File: src/rtl/vscale_md_issue.sv
// Requester-side controller for the mul/div unit: decodes RV32M funct3, issues one
// request at a time, answers divide special cases locally and drains killed responses.
module vscale_md_issue (
  input  logic        clk,
  input  logic        reset,
  input  logic        cmd_valid,
  output logic        cmd_ready,
  input  logic [2:0]  cmd_funct3,
  input  logic [31:0] cmd_rs1,
  input  logic [31:0] cmd_rs2,
  input  logic [4:0]  cmd_rd,
  input  logic        kill,
  output logic        md_req_valid,
  input  logic        md_req_ready,
  output logic        md_req_op,
  output logic        md_req_out_sel,
  output logic        md_req_in_1_signed,
  output logic        md_req_in_2_signed,
  output logic [31:0] md_req_in_1,
  output logic [31:0] md_req_in_2,
  input  logic        md_resp_valid,
  input  logic [31:0] md_resp_result,
  output logic        wb_valid,
  input  logic        wb_ready,
  output logic [4:0]  wb_rd,
  output logic [31:0] wb_data,
  output logic        busy,
  output logic [2:0]  dbg_state
);

  localparam logic MD_OP_MUL  = 1'b0;
  localparam logic MD_OP_DIV  = 1'b1;
  localparam logic MD_OUT_LO  = 1'b0;
  localparam logic MD_OUT_HI  = 1'b1;

  typedef enum logic [2:0] {
    IDLE  = 3'd0,
    ISSUE = 3'd1,
    WAIT  = 3'd2,
    WB    = 3'd3,
    DRAIN = 3'd4
  } state_t;

  state_t state, state_next;

  logic        dec_op, dec_out_sel, dec_s1, dec_s2;
  logic        div_by_zero, div_ovf, special;
  logic [31:0] special_result;
  logic        accept, capture_resp;

  always_comb begin
    dec_op      = MD_OP_MUL;
    dec_out_sel = MD_OUT_LO;
    dec_s1      = 1'b1;
    dec_s2      = 1'b1;
    case (cmd_funct3)
      3'd0: begin dec_op = MD_OP_MUL; dec_out_sel = MD_OUT_LO; dec_s1 = 1'b1; dec_s2 = 1'b1; end
      3'd1: begin dec_op = MD_OP_MUL; dec_out_sel = MD_OUT_HI; dec_s1 = 1'b1; dec_s2 = 1'b1; end
      3'd2: begin dec_op = MD_OP_MUL; dec_out_sel = MD_OUT_HI; dec_s1 = 1'b1; dec_s2 = 1'b0; end
      3'd3: begin dec_op = MD_OP_MUL; dec_out_sel = MD_OUT_HI; dec_s1 = 1'b0; dec_s2 = 1'b0; end
      3'd4: begin dec_op = MD_OP_DIV; dec_out_sel = MD_OUT_LO; dec_s1 = 1'b1; dec_s2 = 1'b1; end
      3'd5: begin dec_op = MD_OP_DIV; dec_out_sel = MD_OUT_LO; dec_s1 = 1'b0; dec_s2 = 1'b0; end
      3'd6: begin dec_op = MD_OP_DIV; dec_out_sel = MD_OUT_HI; dec_s1 = 1'b1; dec_s2 = 1'b1; end
      default: begin dec_op = MD_OP_DIV; dec_out_sel = MD_OUT_HI; dec_s1 = 1'b0; dec_s2 = 1'b0; end
    endcase
  end

  // Divide cases whose RISC-V result is fixed, so the unit never sees them.
  always_comb begin
    div_by_zero    = (dec_op == MD_OP_DIV) && (cmd_rs2 == 32'd0);
    div_ovf        = (dec_op == MD_OP_DIV) && dec_s1 &&
                     (cmd_rs1 == 32'h8000_0000) && (cmd_rs2 == 32'hFFFF_FFFF);
    special        = div_by_zero || div_ovf;
    special_result = 32'd0;
    if (div_by_zero)
      special_result = (dec_out_sel == MD_OUT_HI) ? cmd_rs1 : 32'hFFFF_FFFF;
    else if (div_ovf)
      special_result = (dec_out_sel == MD_OUT_HI) ? 32'd0 : 32'h8000_0000;
  end

  // Handshakes: a transfer on cmd, md_req and wb happens on the rising edge where
  // both valid and ready are high; md_resp_valid is a pulse that cannot be stalled.
  always_comb begin
    state_next   = state;
    cmd_ready    = 1'b0;
    accept       = 1'b0;
    capture_resp = 1'b0;
    case (state)
      IDLE: begin
        cmd_ready = ~kill & ~reset;
        if (cmd_valid && cmd_ready) begin
          accept     = 1'b1;
          state_next = special ? WB : ISSUE;
        end
      end
      ISSUE: begin
        if (kill)              state_next = md_req_ready ? DRAIN : IDLE;
        else if (md_req_ready) state_next = WAIT;
      end
      WAIT: begin
        if (md_resp_valid) begin
          capture_resp = ~kill;
          state_next   = kill ? IDLE : WB;
        end else if (kill) begin
          state_next = DRAIN;
        end
      end
      WB: begin
        if (kill || wb_ready) state_next = IDLE;
      end
      DRAIN: begin
        if (md_resp_valid) state_next = IDLE;
      end
      default: state_next = IDLE;
    endcase
  end

  always_ff @(posedge clk) begin
    if (reset) begin
      state              <= IDLE;
      md_req_op          <= 1'b0;
      md_req_out_sel     <= 1'b0;
      md_req_in_1_signed <= 1'b0;
      md_req_in_2_signed <= 1'b0;
      md_req_in_1        <= 32'd0;
      md_req_in_2        <= 32'd0;
      wb_rd              <= 5'd0;
      wb_data            <= 32'd0;
    end else begin
      state <= state_next;
      if (accept) begin
        md_req_op          <= dec_op;
        md_req_out_sel     <= dec_out_sel;
        md_req_in_1_signed <= dec_s1;
        md_req_in_2_signed <= dec_s2;
        md_req_in_1        <= cmd_rs1;
        md_req_in_2        <= cmd_rs2;
        wb_rd              <= cmd_rd;
        if (special) wb_data <= special_result;
      end
      if (capture_resp) wb_data <= md_resp_result;
    end
  end

  assign md_req_valid = (state == ISSUE);
  assign wb_valid     = (state == WB);
  assign busy         = (state != IDLE);
  assign dbg_state    = state;

endmodule

File: config.mk
export PLATFORM = sky130hd
export DESIGN_NAME = vscale_md_issue
export DESIGN_NICKNAME = d
export VERILOG_FILES = /design/src/rtl/vscale_md_issue.sv
export SDC_FILE = /design/constraint.sdc
export NUM_CORES = 1
export LEC_CHECK = 0
export CAP_MARGIN = 0
export CORE_ASPECT_RATIO = 0.7
export CORE_MARGIN = 4
export CORE_UTILIZATION = 50
export CTS_CLUSTER_DIAMETER = 200
export CTS_CLUSTER_SIZE = 10
export DETAILED_ROUTE_END_ITERATION = 6
export DONT_BUFFER_PORTS = 1
export HOLD_SLACK_MARGIN = 0.06
export PLACE_DENSITY = 0.77
export SLEW_MARGIN = 30
export SYNTH_ARGS = -nofsm -noshare
export SYNTH_HDL_FRONTEND = slang
export SYNTH_SLANG_ARGS = --single-unit
File: constraint.sdc
create_clock -name clk -period 2.42 [get_ports clk]
set_input_delay 0.242 -clock clk [delete_from_list [all_inputs] [get_ports clk]]
set_output_delay 0.242 -clock clk [all_outputs]
set_load 0.005 [all_outputs]
# Word-level counts from Yosys, hierarchy flattened
# Cells that the tools add are included.
# word_totals
register_bits	108
in_bits	111
out_inout_bits	112
word_cells	75
# classes
eq_ne	17
muxes	27
bitwise_logic	3
reduce_logical	19
# op_table
operator	n
32-bit 2-to-1 mux	7
32-bit == test (second input constant)	2
32-bit logical NOT	1
3-bit 2-to-1 mux	8
3-bit one-hot mux with 5 select lines	1
3-bit by 2-bit == test with 1-bit output (second input constant)	4
3-bit == test (second input constant)	4
1-bit 2-to-1 mux	9
4-bit OR reduction	2
3-bit by 1-bit == test with 1-bit output (second input constant)	2
3-bit logical NOT	2
1-bit logical AND	5
5-bit AND reduction	1
5-bit OR reduction	1
2-bit 2-to-1 mux	2
2-bit != test (second input constant)	2
2-bit nonzero test	2
3-bit by 2-bit != test with 1-bit output (second input constant)	1
3-bit != test (second input constant)	1
3-bit nonzero test	1
3-bit OR reduction	1
1-bit logical OR	2
2-bit by 1-bit != test with 1-bit output (second input constant)	1
1-bit NOT	2
other kinds (2)	2

# Depth between registers and ports, before layout
# depth
depth_word	11
mapped_depth	8
ltp_nobuf	6

# Worst setup path after synthesis
# Ideal clock, no wire load.
# synth_path
path_kind	register to register
from	register state[1] (netlist: dbg_state[1])
to	register wb_data[19]
setup_time_ps	116
arrival_ps	1912
t_required_ps	2304
path_slack_ps	391
path_stages_with_launch	9
path_buffers	2
synth_period_minus_slack_ps	2029
cell_sequence	dfxtp_1 -> clkbuf_1 -> or3_4 -> nor3_2 -> nand2_2 -> nor3_2 -> nor2_2 -> buf_6 -> o211a_1
# synth_between
elab_chain_len	4
elab_cells_between_ends	8
cone_classes	eq/ne: 1; mux: 3; reduce/logical: 4
# synth_rtl
element	line	rtl
start, declared	44	state_t state, state_next;
start signal, assigned	130	state <= state_next;
3-bit by 2-bit == test with 1-bit output or 3-bit logical NOT (tied branches)	88	case (state)
1-bit 2-to-1 mux	88	
2-bit nonzero test (no line)	n/a	
2-bit AND reduction (no line)	n/a	
end signal, assigned	139	if (special) wb_data <= special_result;
end signal, assigned	141	if (capture_resp) wb_data <= md_resp_result;
end, declared	26	output logic [31:0] wb_data,
# Parallel ways exist; a longest one is shown, timed or not.
# A chain may end at the register's enable or synchronous reset.

# Worst setup path in the final report
# layout_path
from	register state[2] (netlist: dbg_state[2])
to	register md_req_in_1[30]
# layout_between
elab_chain_len	2
# layout_rtl
element	line	rtl
3-bit logical NOT	88	
1-bit 2-to-1 mux	88	
end signal, assigned	136	md_req_in_1 <= cmd_rs1;
end, declared	19	output logic [31:0] md_req_in_1,
# Every way passes these cells.

==> metrics.txt <==
pins over their slew limit 0; DRT iter0 DRCs 402; vias per inst 6.24; first-pass GRT wire length 26,600 µm; clk_lat worst skew 0.34 ns; Area Overhead vs Synth 22.8%; area fraction of the dominant cell type after synthesis 45.0%; combinational share of power 21.8%; GRT overflow 0; Fin Setup TNS 0 ns; Synth Area in Compound Gates 22.9%; sequential-to-total area share from yosys stat 45.0%; initial antenna violation count 0; max_cap viols 0; Fin. Hold Viols 0; RSZ-0062 raised after global routing false; Post-synth EDFFs 0; most frequent cells after synthesis 178 x nand2_1, 108 x dfxtp_1, 74 x a21oi_1, 57 x o21ai_0, 37 x clkbuf_1; Synth Area in XOR/XNOR 0%; Die X 125 µm; worst path bufs/invs 3; Leakage 2.34 nW; CP max-delay cell dlygate4sd3_1; Synth Warn # 0; cell accounting for the most synthesized area dfxtp_1; Synth Register Bits 108; gpl congestion 0.921; post-synthesis cell type count 44; kind of start point of the critical path register; Site Rows 29; I/O Pins 223; deepest clock path buffer count 2; Synth Flop Type dfxtp_1; crit path DAT 2.54 ns; Internal 3.06 mW; Critical Path Sink Type register; post-route antenna net violation count 0; DRC errors left 0; peak supply drop 0.432 mV; CP delay by family, top buffers and inverters; Sequential Power Share 47.1%; crit-path cells or3_4 -> nor3_4 -> buf_4 -> and2_2 -> buf_4 -> nand2_1 -> a21oi_1 -> dlygate4sd3_1; Die H 90.0 µm; first-pass iteration count of the detailed router 5; clk root buf clkbuf_16; clock share of power 31.1%; CP Class reg -> reg; Clock Sinks 108; Min Clock Period, post-route 2.27 ns; crit-path max FO 11; switching share of power 30.3%; number of buffers created by CTS 9; worst path required time 2.70 ns; die area 11,300 µm²; routed len/inst 21.7 µm; Mapped Cells 617; Clock Skew 0.0109 ns; nets@finish 772; worst hold path type in -> reg; Hold WS 0.0780 ns; HPWL after DPL 11,500 µm; # setup viols final 0; DR vias 4,926; pin count of the biggest net entering global routing 76; most numerous cell in the Yosys netlist nand2_1; largest family of logic cells by synthesized area simple AND/OR/NAND/NOR gates; ant diodes 0; postcts setup bufs 0; worst rel slew slack 38.5%; Achievable Freq 441 MHz; mux cell area share after synthesis 0.625%; Util after Layout 64.1%; starting density of the core 52.2%; syn nets 728; Synth Cell Area 4810 µm²; Net Sw Power 1.33 mW; FFs w/ async S/R, synth 0%; most frequent CP cell buf_4; fin crit share 93.6%; P per Cell Area 745 nW/µm²; status complete, no violations; CTS H-Tree Depth 3; number of I/O port buffers 0; share of layout cells above drive strength 1 6.31%; CORE AREA 9220 µm²; Least-Margin Pin Slew 0.917 ns; clk slew on worst S/H paths 0.08 ns; WL final 17,200 µm; vias in the first global route 4,772; All-Layer GR Usage 29.1%; dominant cells by area after synthesis dfxtp_1 45%, nand2_1 14%, a21oi_1 7.7%; Critical Path Max Stage Delay 0.57 ns; synthesized area per cell 7.79 µm²; CTS tree done; simple-gate share of the synthesized area 26.4%; Post-Synth Adder-Cell Area 0%
==> sequential cells by signal (all words and copies together), names as in the netlist <==
name,count
dbg_state,3
md_req_in_1,32
md_req_in_1_signed,1
md_req_in_2,32
md_req_in_2_signed,1
md_req_op,1
md_req_out_sel,1
wb_data,32
wb_rd,5
==> metrics by stage <==
stage               setup WS [ns]  std cells  total power [mW]  instance area, µm²
floorplan                   0.391        617              2.71                4810
global placement            0.163        704              2.88                4890
detailed placement          0.105        704              2.92                4900
CTS                        0.0680        790              4.40                5890
global route               0.0281        790              4.61                5900
finish                      0.155        790              4.40                5900
==> what timing repair did <==
item,4_1_cts,5_1_grt
hold buffers,70,0
hold endpoints to repair,75,0
endpoints found under the setup margin,0,1
gates resized for setup,0,2
==> cell usage in the layout, fill, tap and decap left out, drive strengths merged, types with 4 or more instances in the layout <==
cell and count:
a211oi 4, a21oi 74, buf 16, clkbuf 10, clkinv 4, dfxtp 108
dlygate4sd3 69, inv 4, nand2 179, nand4 8, nor2 11, nor3 6
nor4 10, o211a 31, o21ai 64, or3 33, or4 6
==> per-layer routing <==
metal	vias up	part of all wire, %	wire [µm]	global-route usage, %
li1	2246	-	-	-
met1	2307	38	6460	35.5
met2	330	48	8220	48.1
met3	43	12	2020	10.5
met4	0	2.6	452	9.12
met5	-	0	0	0
==> power groups by stage <==
stage	logic (mW)	registers (mW)	clock network (mW)
floorplan	0.644	2.07	0
global placement	0.780	2.10	0
detailed placement	0.808	2.11	0
CTS	0.932	2.07	1.40
global route	1.06	2.08	1.47
finish	0.960	2.07	1.37
==> cells by family after synthesis <==
| kind of cell | after synthesis |
|---|---|
| AND/OR/NAND/NOR | 270 |
| AO/OA/AOI/OAI | 181 |
| flip-flops | 108 |
| buffers and inverters | 55 |
| multiplexers | 3 |
==> area by class of cell <==
type	instances	area, µm²
Multi-Input combinational cell	454	2430
Timing Repair Buffer	85	872
Clock inverter	6	47.5
Clock buffer	10	229
Fill cell	734	3310
Sequential cell	108	2160
Inverter	3	11.3
Tap cell	124	155
==> final timing paths <==
| kind | from | end | slack (ns) | depth (start not counted) |
|---|---|---|---|---|
| worst max-delay path | dbg_state[2]$_SDFFE_PP0P_ | md_req_in_1[30]$_SDFFE_PP0P_ | 0.15 | 8 |
| worst min-delay path | cmd_rs2[20] | md_req_in_2[20]$_SDFFE_PP0P_ | 0.08 | 2 |
| worst max register to register | dbg_state[2]$_SDFFE_PP0P_ | md_req_in_1[30]$_SDFFE_PP0P_ | 0.15 | 8 |
| worst min register to register | md_req_in_1[11]$_SDFFE_PP0P_ | md_req_in_1[11]$_SDFFE_PP0P_ | 0.48 | 2 |
Power figures use the tool's default switching activity.
